$ cat config.mk
export PLATFORM = sky130hd
export DESIGN_NAME = zom_slot_alloc_flat
export DESIGN_NICKNAME = d
export VERILOG_FILES = /design/src/rtl/zom_pkg.sv /design/src/rtl/zom_slot_alloc_if.sv /design/src/rtl/zom_pick.sv /design/src/rtl/zom_slot_alloc.sv /design/src/flat_wrapper.sv
export SDC_FILE = /design/constraint.sdc
export NUM_CORES = 1
export LEC_CHECK = 0
export ABC_AREA = 1
export CAP_MARGIN = 10
export CORE_ASPECT_RATIO = 1.75
export CORE_UTILIZATION = 51
export CTS_CLUSTER_DIAMETER = 120
export DETAILED_ROUTE_END_ITERATION = 12
export PLACE_DENSITY = 0.75
export SYNTH_ARGS = -nofsm -noshare
export SYNTH_HDL_FRONTEND = slang
export SYNTH_SLANG_ARGS = --single-unit
$ cat constraint.sdc
create_clock -name MAX10_CLK1_50 -period 2.2 [get_ports MAX10_CLK1_50]
set_clock_uncertainty 0.15 [all_clocks]
set_input_delay 0.22 -clock MAX10_CLK1_50 [delete_from_list [all_inputs] [get_ports MAX10_CLK1_50]]
set_output_delay 0.22 -clock MAX10_CLK1_50 [all_outputs]
set_load 0.01 [all_outputs]
$ cat src/rtl/zom_pkg.sv
// zom_pkg: shared state type and default parameters for the zombie slot allocator
package zom_pkg;
  typedef enum logic {IDLE, COOL} zom_alloc_state_t;
  localparam int ZOM_N_SLOTS_DEF     = 10;
  localparam int ZOM_PEND_W_DEF      = 3;
  localparam int ZOM_COOLDOWN_DEF    = 4;
  localparam int ZOM_RSV_TIMEOUT_DEF = 3;
endpackage

$ cat src/rtl/zom_slot_alloc_if.sv
// zom_slot_alloc_if: request/grant bundle between a spawner and the slot allocator
//   Generate    spawn request, one counted per cycle high
//   ZomLive     per-slot occupancy
//   GenerateOut one-hot grant pulse
//   GrantIdx    index of the granted slot
//   Pending     unserved request count
//   Full        no slot available last cycle
//   Dropped     request lost to saturation
interface zom_slot_alloc_if
  import zom_pkg::*;
#(
  parameter int N_SLOTS = ZOM_N_SLOTS_DEF,
  parameter int PEND_W  = ZOM_PEND_W_DEF
);
  logic                       Generate;
  logic [N_SLOTS-1:0]         ZomLive;
  logic [N_SLOTS-1:0]         GenerateOut;
  logic [$clog2(N_SLOTS)-1:0] GrantIdx;
  logic [PEND_W-1:0]          Pending;
  logic                       Full;
  logic                       Dropped;
  modport master (
    output Generate, ZomLive,
    input  GenerateOut, GrantIdx, Pending, Full, Dropped
  );
  modport slave (
    input  Generate, ZomLive,
    output GenerateOut, GrantIdx, Pending, Full, Dropped
  );
endinterface

$ cat src/rtl/zom_pick.sv
// zom_pick: picks the first available slot at or above ptr_i, wrapping around
//   avail_i  availability mask
//   ptr_i    search start index (tied to 0 for fixed lowest-index priority)
//   gnt_o    one-hot selected slot
//   idx_o    index of the selected slot
//   vld_o    a slot was found
module zom_pick
  import zom_pkg::*;
#(
  parameter int N_SLOTS = ZOM_N_SLOTS_DEF,
  localparam int IW = $clog2(N_SLOTS)
) (
  input  logic [N_SLOTS-1:0] avail_i,
  input  logic [IW-1:0]      ptr_i,
  output logic [N_SLOTS-1:0] gnt_o,
  output logic [IW-1:0]      idx_o,
  output logic               vld_o
);
  int j;
  always_comb begin
    gnt_o = '0;
    idx_o = '0;
    vld_o = 1'b0;
    j = 0;
    for (int k = 0; k < N_SLOTS; k++) begin
      j = int'(ptr_i) + k;
      if (j >= N_SLOTS) j = j - N_SLOTS;
      if (!vld_o && avail_i[j]) begin
        gnt_o[j] = 1'b1;
        idx_o = IW'(j);
        vld_o = 1'b1;
      end
    end
  end
endmodule

$ cat src/rtl/zom_slot_alloc.sv
// zom_slot_alloc: grants spawn requests to free zombie slots with cooldown and reservation
//   MAX10_CLK1_50  system clock
//   Reset_n        asynchronous active-low reset
//   bus            zom_slot_alloc_if slave: Generate/ZomLive in,
//                  GenerateOut/GrantIdx/Pending/Full/Dropped out
// Optional: define ZOM_ROUND_ROBIN_EN for round-robin slot selection
// (default is fixed lowest-index priority).
module zom_slot_alloc
  import zom_pkg::*;
#(
  parameter int N_SLOTS     = ZOM_N_SLOTS_DEF,
  parameter int PEND_W      = ZOM_PEND_W_DEF,
  parameter int COOLDOWN    = ZOM_COOLDOWN_DEF,
  parameter int RSV_TIMEOUT = ZOM_RSV_TIMEOUT_DEF
) (
  input logic            MAX10_CLK1_50,
  input logic            Reset_n,
  zom_slot_alloc_if.slave bus
);
  localparam int IW = $clog2(N_SLOTS);
  localparam int TW = $clog2(RSV_TIMEOUT + 2);
  localparam int CW = $clog2(COOLDOWN + 2);
  localparam logic [PEND_W-1:0] PEND_MAX = '1;

  zom_alloc_state_t   state_q, state_d;
  logic [CW-1:0]      cnt_q, cnt_d;
  logic [N_SLOTS-1:0] gout_q, gout_d, rsv_q, rsv_d;
  logic [IW-1:0]      gidx_q, gidx_d;
  logic [PEND_W-1:0]  pend_q, pend_d;
  logic               full_q, full_d, drop_q, drop_d;
  logic [TW-1:0]      tmr_q [N_SLOTS];
  logic [TW-1:0]      tmr_d [N_SLOTS];
  logic [N_SLOTS-1:0] avail, pick_gnt;
  logic [IW-1:0]      pick_idx, ptr;
  logic               pick_vld, grant;

  assign avail = ~bus.ZomLive & ~rsv_q;
  assign grant = (state_q == IDLE) && (bus.Generate || pend_q != '0) && pick_vld;

  zom_pick #(.N_SLOTS(N_SLOTS)) u_pick (
    .avail_i(avail),
    .ptr_i  (ptr),
    .gnt_o  (pick_gnt),
    .idx_o  (pick_idx),
    .vld_o  (pick_vld)
  );

`ifdef ZOM_ROUND_ROBIN_EN
  logic [IW-1:0] ptr_q;
  always_ff @(posedge MAX10_CLK1_50 or negedge Reset_n) begin
    if (!Reset_n) ptr_q <= '0;
    else if (grant) ptr_q <= (pick_idx == IW'(N_SLOTS - 1)) ? '0 : pick_idx + 1'b1;
  end
  assign ptr = ptr_q;
`else
  assign ptr = '0;
`endif

  always_comb begin
    state_d = state_q;
    cnt_d = cnt_q;
    if (state_q == COOL) begin
      cnt_d = cnt_q - 1'b1;
      state_d = (cnt_q <= CW'(1)) ? IDLE : COOL;
    end else if (grant && COOLDOWN > 0) begin
      cnt_d = CW'(COOLDOWN);
      state_d = COOL;
    end
    pend_d = pend_q;
    drop_d = 1'b0;
    // a grant without a new request can only happen with pend_q > 0
    if (grant && !bus.Generate) begin
      pend_d = pend_q - 1'b1;
    end else if (!grant && bus.Generate) begin
      drop_d = (pend_q == PEND_MAX);
      pend_d = (pend_q == PEND_MAX) ? pend_q : pend_q + 1'b1;
    end
    rsv_d = '0;
    // a reservation lasts RSV_TIMEOUT cycles unless the slot goes live first
    for (int i = 0; i < N_SLOTS; i++) begin
      rsv_d[i] = rsv_q[i] && (tmr_q[i] > TW'(1)) && !bus.ZomLive[i];
      tmr_d[i] = rsv_d[i] ? tmr_q[i] - 1'b1 : '0;
      if (grant && pick_gnt[i]) begin
        rsv_d[i] = (RSV_TIMEOUT > 0);
        tmr_d[i] = TW'(RSV_TIMEOUT);
      end
    end
    gout_d = grant ? pick_gnt : '0;
    gidx_d = grant ? pick_idx : '0;
    full_d = ~|avail;
  end

  always_ff @(posedge MAX10_CLK1_50 or negedge Reset_n) begin
    if (!Reset_n) begin
      state_q <= IDLE;
      cnt_q <= '0;
      pend_q <= '0;
      drop_q <= 1'b0;
      rsv_q <= '0;
      tmr_q <= '{default: '0};
      gout_q <= '0;
      gidx_q <= '0;
      full_q <= 1'b0;
    end else begin
      state_q <= state_d;
      cnt_q <= cnt_d;
      pend_q <= pend_d;
      drop_q <= drop_d;
      rsv_q <= rsv_d;
      tmr_q <= tmr_d;
      gout_q <= gout_d;
      gidx_q <= gidx_d;
      full_q <= full_d;
    end
  end

  assign bus.GenerateOut = gout_q;
  assign bus.GrantIdx = gidx_q;
  assign bus.Pending = pend_q;
  assign bus.Full = full_q;
  assign bus.Dropped = drop_q;
endmodule
$ cat src/flat_wrapper.sv
// flat-port wrapper written by rule: the top's interface ports become plain ports
module zom_slot_alloc_flat import zom_pkg::*;
#(
  parameter int N_SLOTS     = ZOM_N_SLOTS_DEF,
  parameter int PEND_W      = ZOM_PEND_W_DEF,
  parameter int COOLDOWN    = ZOM_COOLDOWN_DEF,
  parameter int RSV_TIMEOUT = ZOM_RSV_TIMEOUT_DEF
)
  (MAX10_CLK1_50, Reset_n, bus_Generate, bus_ZomLive, bus_GenerateOut, bus_GrantIdx, bus_Pending, bus_Full, bus_Dropped);
  zom_slot_alloc_if #(.N_SLOTS(N_SLOTS), .PEND_W(PEND_W)) bus_i ();
  input logic MAX10_CLK1_50;
  input logic Reset_n;
  input wire logic [$bits(bus_i.Generate)-1:0] bus_Generate;
  input wire logic [$bits(bus_i.ZomLive)-1:0] bus_ZomLive;
  output wire logic [$bits(bus_i.GenerateOut)-1:0] bus_GenerateOut;
  output wire logic [$bits(bus_i.GrantIdx)-1:0] bus_GrantIdx;
  output wire logic [$bits(bus_i.Pending)-1:0] bus_Pending;
  output wire logic [$bits(bus_i.Full)-1:0] bus_Full;
  output wire logic [$bits(bus_i.Dropped)-1:0] bus_Dropped;
  assign bus_i.Generate = bus_Generate;
  assign bus_i.ZomLive = bus_ZomLive;
  assign bus_GenerateOut = bus_i.GenerateOut;
  assign bus_GrantIdx = bus_i.GrantIdx;
  assign bus_Pending = bus_i.Pending;
  assign bus_Full = bus_i.Full;
  assign bus_Dropped = bus_i.Dropped;
  zom_slot_alloc #(.N_SLOTS(N_SLOTS), .PEND_W(PEND_W), .COOLDOWN(COOLDOWN), .RSV_TIMEOUT(RSV_TIMEOUT)) u_core (.MAX10_CLK1_50(MAX10_CLK1_50), .Reset_n(Reset_n), .bus(bus_i));
endmodule
==> run summary <==
status: finished clean
clk slew on worst S/H paths: 0.07 ns
worst r2r dst: u_core.bus.Pending[2]
Most used DFF post-synth: dfrtp_1
GPL Wtd Cong: 0.809
vias in the first global route: 2301
initial antenna violation count: 0
crit-path max FO: 2
combinational share of power: 0.308
top post-synthesis cells by count: inv_1, dfrtp_1, nand2_1
critical path class: input port to flop
final wirelength: 5540 um
CP Cell Sequence: clkdlybuf4s50_1 > inv_1 > nand2_1 > nand2_4 > nor2_4 > nand3_4 > nand2_4 > inv_2 > ha_1 > xor2_1 > ha_1 > a21oi_2 > xnor2_1 > o21ai_0
Max Slew Vio Count: 0
cells on worst reg2reg path: 13
Seq pwr share: 0.398
number of synthesized flops with an enable pin: 0
placed insts: 468
P&R area growth vs syn: 25.2%
setup bufs post-CTS: 0
CP delay by family, top: buffers and inverters
Initial Util: 0.526
Static Leak: 2.08 nW
Design Area, Final: 3870 um2
met2 WL: 3050 um
post-DR vias/cell: 4.66
Synth cell types: 24
Die Area: 6390 um2
Die Ht: 105 um
Sw Share: 0.316
FMAX: 479 MHz
via count: 2262
required time worst endpoint: 2.28 ns
Reg-to-Reg Start: u_core.rsv_q[1]
first-pass GRT wire length: 9560 um
CTS H-tree depth: 3
DR WL/cell: 11.4 um
# DRC: 0
slew margin rel.: 0.698
final core utilization: 0.659
Tcrit/Tclk final: 0.949
fin crit period: 2.09 ns
Port Buffers: 31
capturing element type of the critical path: flop
total I/O pin count: 32
largest vdd supply drop: 0.821 mV
max incr delay on CP: 0.49 ns
reg2reg setup slack: 0.14 ns
top cells by area, synth: dfrtp_1, ha_1, inv_1
Clock Sinks: 63
final net count: 439
Antenna Nets Post-Route: 0
highest metal used: met4
final setup TNS: 0 ns
First-pass DRT Iterations: 4
actual slew at the worst max-slew pin: 0.453 ns
Met1 Wirelength: 2210 um
Syn Area/Cell: 9.18 um2
max-cap violations: 0
most frequent cell after synthesis: inv_1
Psw: 0.00111 W
core area: 5880 um2
netlist area before placement: 3090 um2
post-synthesis async set-or-reset flop share: 1.00
hpwl dp: 4260 um
Pint: 0.00241 W
largest net degree at the start of global routing: 38
Yosys warning count: 0
die width: 60.9 um
final setup fails: 0
Iteration-0 DRC Markers: 61
WP buf/inv: 3
layout cell share with drive strength beyond 1: 0.172
GR Overflow Total: 0
PD cells: 910 nW/um2
Fin. Hold Viols: 0
clk buf depth: 2
DP Area: 3650 um2
CTS Buf Count: 9
top cell type by total area after synthesis: dfrtp_1
GRT Total Usage: 0.205
Post-Syn Instances: 337
final cell count without fillers: 485
Clock Latency Late Sink: 0.35 ns
RSZ-0062 raised after global routing: false
ANT cells: 0
CP max-delay cell: clkdlybuf4s50_1
routed length on met3: 160 um
critical path arrival: 2.16 ns
CTS tree: yes
Site Rows: 37
Fill cells: 504
Worst Setup Start Kind: input port
clock group share of total power: 0.295
Synth top area share: 0.510
number of synthesized register bits: 63
clock root buffer: clkbuf_8
sequential area share after synthesis: 0.510
post-synth net total: 374
Hold Crit Class: input port to asynchronous set/reset pin
## through the flow
stage	hold slack, ns	setup slack [ns]	total power, W
3_3_place_gp	-0.127	-0.177	0.00245
6_report	0.0419	0.113	0.00353
3_5_place_dp	-0.126	-0.274	0.00250
5_1_grt	0.0392	0.000446	0.00375
4_1_cts	0.0334	0.0809	0.00355
2_1_floorplan	-0.226	0.0901	0.00211
## registers in the layout, indices dropped and copies added (netlist names)
register                cells
u_core.bus.Pending          3
u_core.bus.GrantIdx         4
u_core.tmr_q               30
u_core.bus.Full             1
u_core.state_q              1
u_core.bus.Dropped          1
u_core.rsv_q               10
u_core.cnt_q                3
u_core.bus.GenerateOut     10
## power by group through the flow
stage          Combinational, W  Clock, W  Sequential [W]
6_report                0.00109   0.00104         0.00140
5_1_grt                 0.00122   0.00111         0.00142
4_1_cts                 0.00109   0.00106         0.00140
3_5_place_dp            0.00108         0         0.00142
3_3_place_gp            0.00104         0         0.00141
2_1_floorplan          0.000662         0         0.00144
## kinds of logic after synthesis
group	synth area share
AND/OR/NAND/NOR	0.204
AO/OA/AOI/OAI	0.0619
XOR/XNOR	0.0368
flip-flops	0.510
adder cells (fa/ha/maj)	0.0970
buffers and inverters	0.0910
## placed cells by master (no fill, tap or decap), types with 4 or more instances in the layout
cell,n
a21oi_1,12
buf_4,23
clkbuf_8,12
clkdlybuf4s50_1,30
dfrtp_1,63
ha_1,24
inv_1,65
nand2_1,56
nand2_2,5
nand3_1,11
nand4_1,4
nor2_1,37
nor2_2,8
o21ai_0,13
o22ai_1,4
or2_2,6
xnor2_1,12
## repair_timing
| action | CTS | global route |
|---|---|---|
| hold buffers | 1 | 0 |
| hold endpoints to repair | 63 | 0 |
| setup endpoints to repair | 0 | 3 |
| resized for setup | 0 | 2 |
## per-layer routing
metal | global-route usage | vias to the layer above
met1 | 0.218 | 1063
met4 | 0.0925 | 0
li1 | - | 1157
met5 | 0 | -
met2 | 0.361 | 30
met3 | 0.0520 | 12
## worst register-to-register path, cell delays in order, from the launching register on
cell,delay [ns]
dfrtp_1,0.35
inv_1,0.06
nand2_1,0.10
nand2_4,0.07
nor2_4,0.13
nand3_4,0.09
nand2_4,0.07
inv_2,0.04
ha_1,0.20
xor2_1,0.15
ha_1,0.20
a21oi_2,0.13
xnor2_1,0.12
o21ai_0,0.09
## how the worst max path moves through the flow
stage / to / slack (ns) / depth (start not counted) / from
after floorplan: u_core.bus.Pending[2] / 0.09 / 10 / u_core.bus.Pending[0]
after global placement: u_core.bus.Pending[2] / -0.18 / 14 / bus_ZomLive[7]
after detailed placement: u_core.bus.Pending[2] / -0.27 / 14 / bus_ZomLive[7]
after CTS: u_core.bus.Pending[2] / 0.08 / 14 / bus_ZomLive[1]
after global routing: u_core.bus.Pending[1] / 0.0004 / 15 / bus_ZomLive[1]
final: u_core.bus.Pending[2] / 0.11 / 14 / bus_ZomLive[1]
## final cells by class
cell class                 instances  area [um2]  share of cell area
clock inverter                     3        40.0              0.0103
multi-input combinational        204        1240               0.321
clock buffer                      13         169              0.0436
sequential                        63        1580               0.407
timing repair buffer              55         488               0.126
inverter                          69         262              0.0675
tap                               78        97.6              0.0252
Note: power is estimated with default switching activity, not from simulation.
